**src/rtl/fpu_pkg.sv**
```systemverilog
// rtl/fpu_pkg.sv - shared FPU rounding-mode encodings and default widths
package fpu_pkg;
    localparam logic [2:0] FRM_RNE = 3'b000;
    localparam logic [2:0] FRM_RTZ = 3'b001;
    localparam logic [2:0] FRM_RDN = 3'b010;
    localparam logic [2:0] FRM_RUP = 3'b011;
    localparam logic [2:0] FRM_RMM = 3'b100;
    localparam logic [2:0] FRM_DYN = 3'b111;

    localparam int SIG_BITS_DEF = 32;
    localparam int FRA_BITS_DEF = 23;
    localparam int EXP_BITS_DEF = 8;
    localparam int FRM_BITS_DEF = 3;

    function automatic logic frm_is_legal(input logic [2:0] frm);
        return frm <= FRM_RMM;
    endfunction
endpackage

```
**src/rtl/round.sv**
```systemverilog
// rtl/round.sv - combinational significand rounding to FRA_BITS+1 kept bits
module round
    import fpu_pkg::*;
#(
    parameter int SIG_BITS = SIG_BITS_DEF,
    parameter int FRA_BITS = FRA_BITS_DEF,
    parameter int EXP_BITS = EXP_BITS_DEF,
    parameter int FRM_BITS = FRM_BITS_DEF
) (
    input  logic [SIG_BITS-1:0] i_sig,
    input  logic [EXP_BITS-1:0] i_exp,
    input  logic                i_sign,
    input  logic [FRM_BITS-1:0] i_frm,
    output logic [SIG_BITS-1:0] o_sig,
    output logic [EXP_BITS-1:0] o_exp,
    output logic                o_nx,
    output logic                o_of,
    output logic                o_illegal
);
    localparam int KEEP = FRA_BITS + 1;
    localparam int DROP = SIG_BITS - KEEP;

    logic [KEEP-1:0] w_kept;
    logic [KEEP:0]   w_sum;
    logic            w_lsb, w_rnd, w_stk, w_inc, w_legal;

    assign w_kept  = i_sig[SIG_BITS-1 -: KEEP];
    assign w_lsb   = i_sig[DROP];
    assign w_rnd   = i_sig[DROP-1];
    assign w_stk   = |i_sig[DROP-2:0];
    assign w_legal = frm_is_legal(i_frm);

    always_comb begin
        case (i_frm)
            FRM_RNE: w_inc = w_rnd & (w_stk | w_lsb);
            FRM_RDN: w_inc = i_sign & (w_rnd | w_stk);
            FRM_RUP: w_inc = ~i_sign & (w_rnd | w_stk);
            FRM_RMM: w_inc = w_rnd;
            default: w_inc = 1'b0;
        endcase
    end

    // The extra MSB of the sum is the carry out of an all-ones kept field.
    assign w_sum     = {1'b0, w_kept} + {{KEEP{1'b0}}, w_inc};
    assign o_of      = w_legal & w_sum[KEEP];
    assign o_nx      = w_legal & (w_rnd | w_stk);
    assign o_illegal = ~w_legal;

    always_comb begin
        o_sig = i_sig;
        o_exp = i_exp;
        if (w_legal) begin
            if (w_sum[KEEP]) begin
                o_sig = {1'b1, {(SIG_BITS-1){1'b0}}};
                o_exp = i_exp + EXP_BITS'(1);
            end else begin
                o_sig = {w_sum[KEEP-1:0], {DROP{1'b0}}};
            end
        end
    end
endmodule

```
**src/rtl/rr_arbiter.sv**
```systemverilog
// rtl/rr_arbiter.sv - round-robin grant search starting at a rotating pointer
module rr_arbiter #(
    parameter int NUM_REQ  = 3,
    parameter int TAG_BITS = $clog2(NUM_REQ)
) (
    input  logic [NUM_REQ-1:0]  i_valid,
    input  logic [TAG_BITS-1:0] i_ptr,
    input  logic                i_en,
    output logic [NUM_REQ-1:0]  o_grant,
    output logic [TAG_BITS-1:0] o_idx,
    output logic                o_any
);
    int w_j;

    always_comb begin
        o_grant = '0;
        o_idx   = '0;
        o_any   = 1'b0;
        w_j     = 0;
        for (int k = 0; k < NUM_REQ; k++) begin
            w_j = (int'(i_ptr) + k) % NUM_REQ;
            if (!o_any && i_en && i_valid[w_j]) begin
                o_any        = 1'b1;
                o_grant[w_j] = 1'b1;
                o_idx        = TAG_BITS'(w_j);
            end
        end
    end
endmodule

```
**src/rtl/fpu_round_sched.sv**
```systemverilog
// rtl/fpu_round_sched.sv - shares one rounding unit among NUM_REQ producers
module fpu_round_sched
    import fpu_pkg::*;
#(
    parameter int NUM_REQ  = 3,
    parameter int SIG_BITS = SIG_BITS_DEF,
    parameter int FRA_BITS = FRA_BITS_DEF,
    parameter int EXP_BITS = EXP_BITS_DEF,
    parameter int FRM_BITS = FRM_BITS_DEF,
    parameter int TAG_BITS = $clog2(NUM_REQ)
) (
    input  logic                         i_clk,
    input  logic                         i_rst_n,
    input  logic [NUM_REQ-1:0]           i_req_valid,
    output logic [NUM_REQ-1:0]           o_req_ready,
    input  logic [NUM_REQ*SIG_BITS-1:0]  i_req_sig,
    input  logic [NUM_REQ*EXP_BITS-1:0]  i_req_exp,
    input  logic [NUM_REQ-1:0]           i_req_sign,
    input  logic [NUM_REQ*FRM_BITS-1:0]  i_req_frm,
    input  logic [FRM_BITS-1:0]          i_csr_frm,
    output logic                         o_out_valid,
    input  logic                         i_out_ready,
    output logic [SIG_BITS-1:0]          o_out_sig,
    output logic [EXP_BITS-1:0]          o_out_exp,
    output logic [TAG_BITS-1:0]          o_out_tag,
    output logic                         o_out_nx,
    output logic                         o_out_of,
    output logic                         o_out_illegal
);
    logic [TAG_BITS-1:0] r_rr_ptr;
    logic                r_out_valid;
    logic [SIG_BITS-1:0] r_sig;
    logic [EXP_BITS-1:0] r_exp;
    logic [TAG_BITS-1:0] r_tag;
    logic                r_nx, r_of, r_illegal;

    logic                w_can_accept, w_any;
    logic [NUM_REQ-1:0]  w_grant;
    logic [TAG_BITS-1:0] w_idx;
    logic [SIG_BITS-1:0] w_sig, w_rsig;
    logic [EXP_BITS-1:0] w_exp, w_rexp;
    logic [FRM_BITS-1:0] w_frm, w_eff_frm;
    logic                w_sign, w_nx, w_of, w_illegal;

    assign w_can_accept = !r_out_valid || i_out_ready;

    rr_arbiter #(.NUM_REQ(NUM_REQ), .TAG_BITS(TAG_BITS)) u_arb (
        .i_valid (i_req_valid),
        .i_ptr   (r_rr_ptr),
        .i_en    (w_can_accept),
        .o_grant (w_grant),
        .o_idx   (w_idx),
        .o_any   (w_any)
    );

    assign w_sig     = i_req_sig[int'(w_idx)*SIG_BITS +: SIG_BITS];
    assign w_exp     = i_req_exp[int'(w_idx)*EXP_BITS +: EXP_BITS];
    assign w_frm     = i_req_frm[int'(w_idx)*FRM_BITS +: FRM_BITS];
    assign w_sign    = i_req_sign[w_idx];
    assign w_eff_frm = (w_frm == FRM_BITS'(FRM_DYN)) ? i_csr_frm : w_frm;

    round #(
        .SIG_BITS(SIG_BITS), .FRA_BITS(FRA_BITS),
        .EXP_BITS(EXP_BITS), .FRM_BITS(FRM_BITS)
    ) u_round (
        .i_sig     (w_sig),
        .i_exp     (w_exp),
        .i_sign    (w_sign),
        .i_frm     (w_eff_frm),
        .o_sig     (w_rsig),
        .o_exp     (w_rexp),
        .o_nx      (w_nx),
        .o_of      (w_of),
        .o_illegal (w_illegal)
    );

    // Data fields only change on a transfer; draining clears valid alone.
    always_ff @(posedge i_clk or negedge i_rst_n) begin
        if (!i_rst_n) begin
            r_rr_ptr    <= '0;
            r_out_valid <= 1'b0;
            r_sig       <= '0;
            r_exp       <= '0;
            r_tag       <= '0;
            r_nx        <= 1'b0;
            r_of        <= 1'b0;
            r_illegal   <= 1'b0;
        end else if (w_any) begin
            r_rr_ptr    <= (w_idx == TAG_BITS'(NUM_REQ-1)) ? '0 : w_idx + TAG_BITS'(1);
            r_out_valid <= 1'b1;
            r_sig       <= w_rsig;
            r_exp       <= w_rexp;
            r_tag       <= w_idx;
            r_nx        <= w_nx;
            r_of        <= w_of;
            r_illegal   <= w_illegal;
        end else if (i_out_ready) begin
            r_out_valid <= 1'b0;
        end
    end

    assign o_req_ready   = w_grant;
    assign o_out_valid   = r_out_valid;
    assign o_out_sig     = r_sig;
    assign o_out_exp     = r_exp;
    assign o_out_tag     = r_tag;
    assign o_out_nx      = r_nx;
    assign o_out_of      = r_of;
    assign o_out_illegal = r_illegal;
endmodule

```
**config.mk**
```make
export PLATFORM = sky130hd
export DESIGN_NAME = fpu_round_sched
export DESIGN_NICKNAME = d
export VERILOG_FILES = /design/src/rtl/fpu_pkg.sv /design/src/rtl/round.sv /design/src/rtl/rr_arbiter.sv /design/src/rtl/fpu_round_sched.sv
export SDC_FILE = /design/constraint.sdc
export NUM_CORES = 1
export LEC_CHECK = 0
export BUFFER_PORTS_ARGS = -buffer_cell sky130_fd_sc_hd__buf_2
export CAP_MARGIN = 20
export CORE_UTILIZATION = 40
export CTS_BUF_LIST = sky130_fd_sc_hd__clkbuf_8
export DETAILED_ROUTE_END_ITERATION = 12
export PLACE_DENSITY = 0.75
export SLEW_MARGIN = 5
export SYNTH_ARGS = -nofsm -noshare
export SYNTH_HDL_FRONTEND = slang
export SYNTH_SLANG_ARGS = --single-unit
```
**constraint.sdc**
```tcl
create_clock -name i_clk -period 5.5 [get_ports i_clk]
set_input_delay 0.55 -clock i_clk [delete_from_list [all_inputs] [get_ports i_clk]]
set_output_delay 0.55 -clock i_clk [all_outputs]
set_load 0.02 [all_outputs]
```
==> flow_results.xml <==
<?xml version="1.0" encoding="UTF-8"?>
<metrics>
  <group name="drt">
    <metric name="firstDrtPassIters" unit="">6</metric>
    <metric name="routed_via_density" unit="">5.76</metric>
    <metric name="dr_total_vias" unit="">4577</metric>
    <metric name="route.detailed.wl_per_inst" unit="um">17.7</metric>
    <metric name="drc_viols" unit="">0</metric>
    <metric name="postRouteAntennaNets" unit="">0</metric>
    <metric name="drt_first_iter_violations" unit="">351</metric>
    <metric name="detail_route.wirelength" unit="um">14100</metric>
  </group>
  <group name="placement">
    <metric name="placement.setup.worst_slack" unit="ns">0.540</metric>
    <metric name="placedCellCount" unit="">784</metric>
    <metric name="place.port_buffers" unit="">189</metric>
    <metric name="hpwl" unit="um">11100</metric>
    <metric name="place_congestion" unit="">0.878</metric>
  </group>
  <group name="die">
    <metric name="die_width" unit="um">102</metric>
    <metric name="initial_core_util" unit="%">41.1</metric>
    <metric name="fp.dieH" unit="um">102</metric>
    <metric name="die_area" unit="sq um">10400</metric>
    <metric name="rows" unit="">36</metric>
    <metric name="num_io_pins" unit="">190</metric>
    <metric name="core" unit="sq um">9770</metric>
  </group>
  <group name="worst_setup_path">
    <metric name="critPathMaxFanout" unit="">14</metric>
    <metric name="timing.critical_path.required" unit="ns">5.75</metric>
    <metric name="worst_r2r_startpoint" unit="">r_rr_ptr[0]$_DFFE_PN0P_</metric>
    <metric name="crit_type" unit="">reg -&gt; reg</metric>
    <metric name="timing.reg2reg.setup_slack" unit="ns">0.43</metric>
    <metric name="critical_path.endpoint_type" unit="">register</metric>
    <metric name="crit_path_start" unit="">r_rr_ptr[0]$_DFFE_PN0P_</metric>
    <metric name="crit_path_start_kind" unit="">register</metric>
    <metric name="critical_path_arrival" unit="ns">5.31</metric>
    <metric name="worst_r2r_path_depth" unit="">19</metric>
    <metric name="r2r-end" unit="">o_out_sig[29]$_DFFE_PN0P_</metric>
  </group>
  <group name="cells_and_area">
    <metric name="drive_above_1_share" unit="%">35.4</metric>
    <metric name="area_growth_syn_to_layout" unit="%">29.8</metric>
    <metric name="layout.area.seq" unit="sq um">1200</metric>
    <metric name="total_area_of_multi_input_combinational_cells" unit="sq um">2640</metric>
    <metric name="mostFrequentLayoutCell" unit="">buf_2</metric>
    <metric name="post_layout_nonfiller_instances" unit="">794</metric>
    <metric name="diodes" unit="">0</metric>
    <metric name="num-fill-cells" unit="">968</metric>
    <metric name="final_cell_mix" unit="">buf_2, nand2_1, dfrtp_1</metric>
    <metric name="nNetsFinal" unit="">809</metric>
  </group>
  <group name="sta">
    <metric name="unrepaired_setup_endpoints_after_global_routing" unit="">false</metric>
    <metric name="worst_clock_skew" unit="ns">0.00391</metric>
    <metric name="relSlewSlack" unit="%">44.8</metric>
    <metric name="finalSetupViolations" unit="">0</metric>
    <metric name="max_freq" unit="MHz">197</metric>
    <metric name="period_needed" unit="ns">5.07</metric>
    <metric name="drv_slew" unit="">0</metric>
    <metric name="fin_tns_setup" unit="ns">0</metric>
    <metric name="fin_ws" unit="ns">0.434</metric>
    <metric name="max_slew.worst_pin.slew" unit="ns">0.821</metric>
    <metric name="finalHoldViolations" unit="">0</metric>
    <metric name="fin_crit_sh" unit="%">92.1</metric>
  </group>
  <group name="pwr">
    <metric name="clock_power_share" unit="%">9.6</metric>
    <metric name="sequentialPowerShare" unit="%">21.1</metric>
    <metric name="power_per_cell_area" unit="nW/um^2">556</metric>
    <metric name="power_spent_charging_and_discharging_nets" unit="uW">1500</metric>
    <metric name="power" unit="uW">2900</metric>
    <metric name="leakage" unit="uW">0.00245</metric>
    <metric name="vdd.ir_drop.worst" unit="mV">0.201</metric>
    <metric name="comb_power_share" unit="%">69.3</metric>
    <metric name="swShare" unit="%">51.8</metric>
    <metric name="cell_internal_power" unit="uW">1400</metric>
  </group>
  <group name="global_route">
    <metric name="number_of_global_route_vias_before_repair" unit="">4243</metric>
    <metric name="grt_use_total" unit="%">26.5</metric>
    <metric name="grt_antenna_before_repair" unit="">0</metric>
    <metric name="grt_first_pass_wirelength" unit="um">21500</metric>
    <metric name="grt-ovfl-total" unit="">0</metric>
    <metric name="grt_start_max_net_pins" unit="">63</metric>
  </group>
  <group name="synthesis">
    <metric name="synth_top_cell_by_area" unit="">dfrtp_1</metric>
    <metric name="postSynth.topFlopCell" unit="">dfrtp_1</metric>
    <metric name="synth-warning-count" unit="">0</metric>
    <metric name="yosys.cell_types.count" unit="">68</metric>
    <metric name="syn_inst" unit="">484</metric>
    <metric name="synth.yosys.seq_area_share" unit="%">29.9</metric>
    <metric name="post_synth_main_area_contributors" unit="">dfrtp_1, nand2_1, a22oi_1, o21ai_0, a222oi_1</metric>
    <metric name="synth.cell_area" unit="sq um">4020</metric>
    <metric name="async_reset_ff_share" unit="%">100</metric>
    <metric name="synthesis.nets" unit="">633</metric>
    <metric name="syn-mean-instance-area" unit="sq um">8.30</metric>
    <metric name="post_synthesis_sequential_element_count" unit="">48</metric>
    <metric name="yosysTopAreaCellShare" unit="%">29.9</metric>
    <metric name="synth_edf_count" unit="">0</metric>
  </group>
  <group name="cts">
    <metric name="cts_hold_buf" unit="">0</metric>
    <metric name="htree_levels" unit="">2</metric>
    <metric name="tritoncts" unit="">done</metric>
    <metric name="cts_num_sinks" unit="">48</metric>
    <metric name="worst_skew_pair.late_latency" unit="ns">0.30</metric>
    <metric name="cts_resized" unit="">0</metric>
    <metric name="cts_inserted_buffers" unit="">5</metric>
    <metric name="maximum_clock_path_buffer_count" unit="">2</metric>
    <metric name="clk_transition_reported_paths" unit="ns">0.10</metric>
    <metric name="cts-root-buf" unit="">clkbuf_8</metric>
    <metric name="post_cts_buffers" unit="">0</metric>
  </group>
  <group name="status">
    <metric name="status" unit="">complete, no violations</metric>
  </group>
  <group name="flow_run">
    <metric name="maxCapViolations" unit="">0</metric>
  </group>
  <group name="hold_path">
    <metric name="min_path_type" unit="">in -&gt; async</metric>
  </group>
</metrics>
-- worst max path at each step --
stage | endpoint | slack (ns) | cells past startpoint
global route | o_out_sig[25]$_DFFE_PN0P_ | 0.09 | 19
finish | o_out_sig[29]$_DFFE_PN0P_ | 0.43 | 19
global placement | o_out_sig[25]$_DFFE_PN0P_ | 0.59 | 19
CTS | o_out_sig[19]$_DFFE_PN0P_ | 0.50 | 19
floorplan | o_out_sig[19]$_DFFE_PN0P_ | 0.49 | 20
detailed placement | o_out_sig[15]$_DFFE_PN0P_ | 0.54 | 19
-- logic make-up (layout without fill, tap and decap cells) --
family	Yosys count	after routing	share of synthesized area (%)
mux	8	8	2.27
xor+xnor	18	18	3.93
fa+ha+maj	8	8	2.49
buf+inv	40	217	4.55
compound gates	163	163	30.7
simple gates	199	199	26.1
flops	48	48	29.9
-- state kept, by name, indices dropped and copies added, names as in the netlist --
signal         cells
o_out_nx           1
o_out_tag          2
o_out_of           1
o_out_illegal      1
o_out_valid        1
o_out_sig         32
o_out_exp          8
r_rr_ptr           2
-- power by group through the flow --
| stage | Clock (uW) | Sequential [uW] | Combinational, uW |
|---|---|---|---|
| 2_1_floorplan | 0 | 775 | 1240 |
| 3_3_place_gp | 0 | 612 | 1930 |
| 3_5_place_dp | 0 | 614 | 1970 |
| 4_1_cts | 282 | 608 | 1970 |
| 5_1_grt | 295 | 624 | 2190 |
| 6_report | 279 | 611 | 2010 |
-- area by class of cell --
type	instances	area share [%]
multi-input combinational	396	50.6
sequential	48	23.0
timing repair buffer	200	20.2
tap	133	3.19
clock buffer	6	1.58
clock inverter	2	0.744
inverter	9	0.648
-- routing by layer --
metal	wire, um	global-route usage [%]
met1	6360	36.9
met2	6740	45.2
met3	860	2.80
met4	110	3.96
met5	0	0
-- synth_stat cells, drive strengths merged, types with 3 or more instances --
master   n
nand2   64
dfrtp   48
o21ai   32
a22oi   26
nor2    24
clkbuf  20
o31ai   19
nor3    17
a222oi  15
a22o    15
and2    15
nand3   15
a21oi   13
nor4    12
buf     11
xnor2   11
nand4   10
inv      9
or3      9
ha       8
nor2b    7
xor2     7
a21o     6
mux2     6
or2      6
o211ai   5
a31o     4
a31oi    4
o21a     4
a221o    3
and3     3
nand2b   3
nand3b   3
nor3b    3
or4      3
-- worst max-delay path, stage by stage (launching register included) --
cell	delay [ns]
dfrtp_1	0.39
inv_1	0.08
ha_1	0.44
or4b_1	0.51
o211ai_2	0.16
a2111oi_4	0.12
or2_2	0.42
buf_4	0.24
a222oi_1	0.36
nand4_1	0.21
nor3b_1	0.30
o32ai_1	0.17
ha_1	0.21
ha_1	0.20
o211ai_1	0.11
buf_4	0.23
nor4_2	0.06
buf_4	0.17
nor2_1	0.40
a22o_1	0.21
-- metrics by stage --
step	hold slack (ns)	util (%)	instance area (sq um)
after floorplan	0.254	-	4020
after global placement	0.451	51.7	5050
after detailed placement	0.456	51.7	5050
after CTS	0.478	52.9	5170
after global routing	0.122	53.3	5210
final	0.106	53.3	5210
Power figures use the tool's default switching activity.
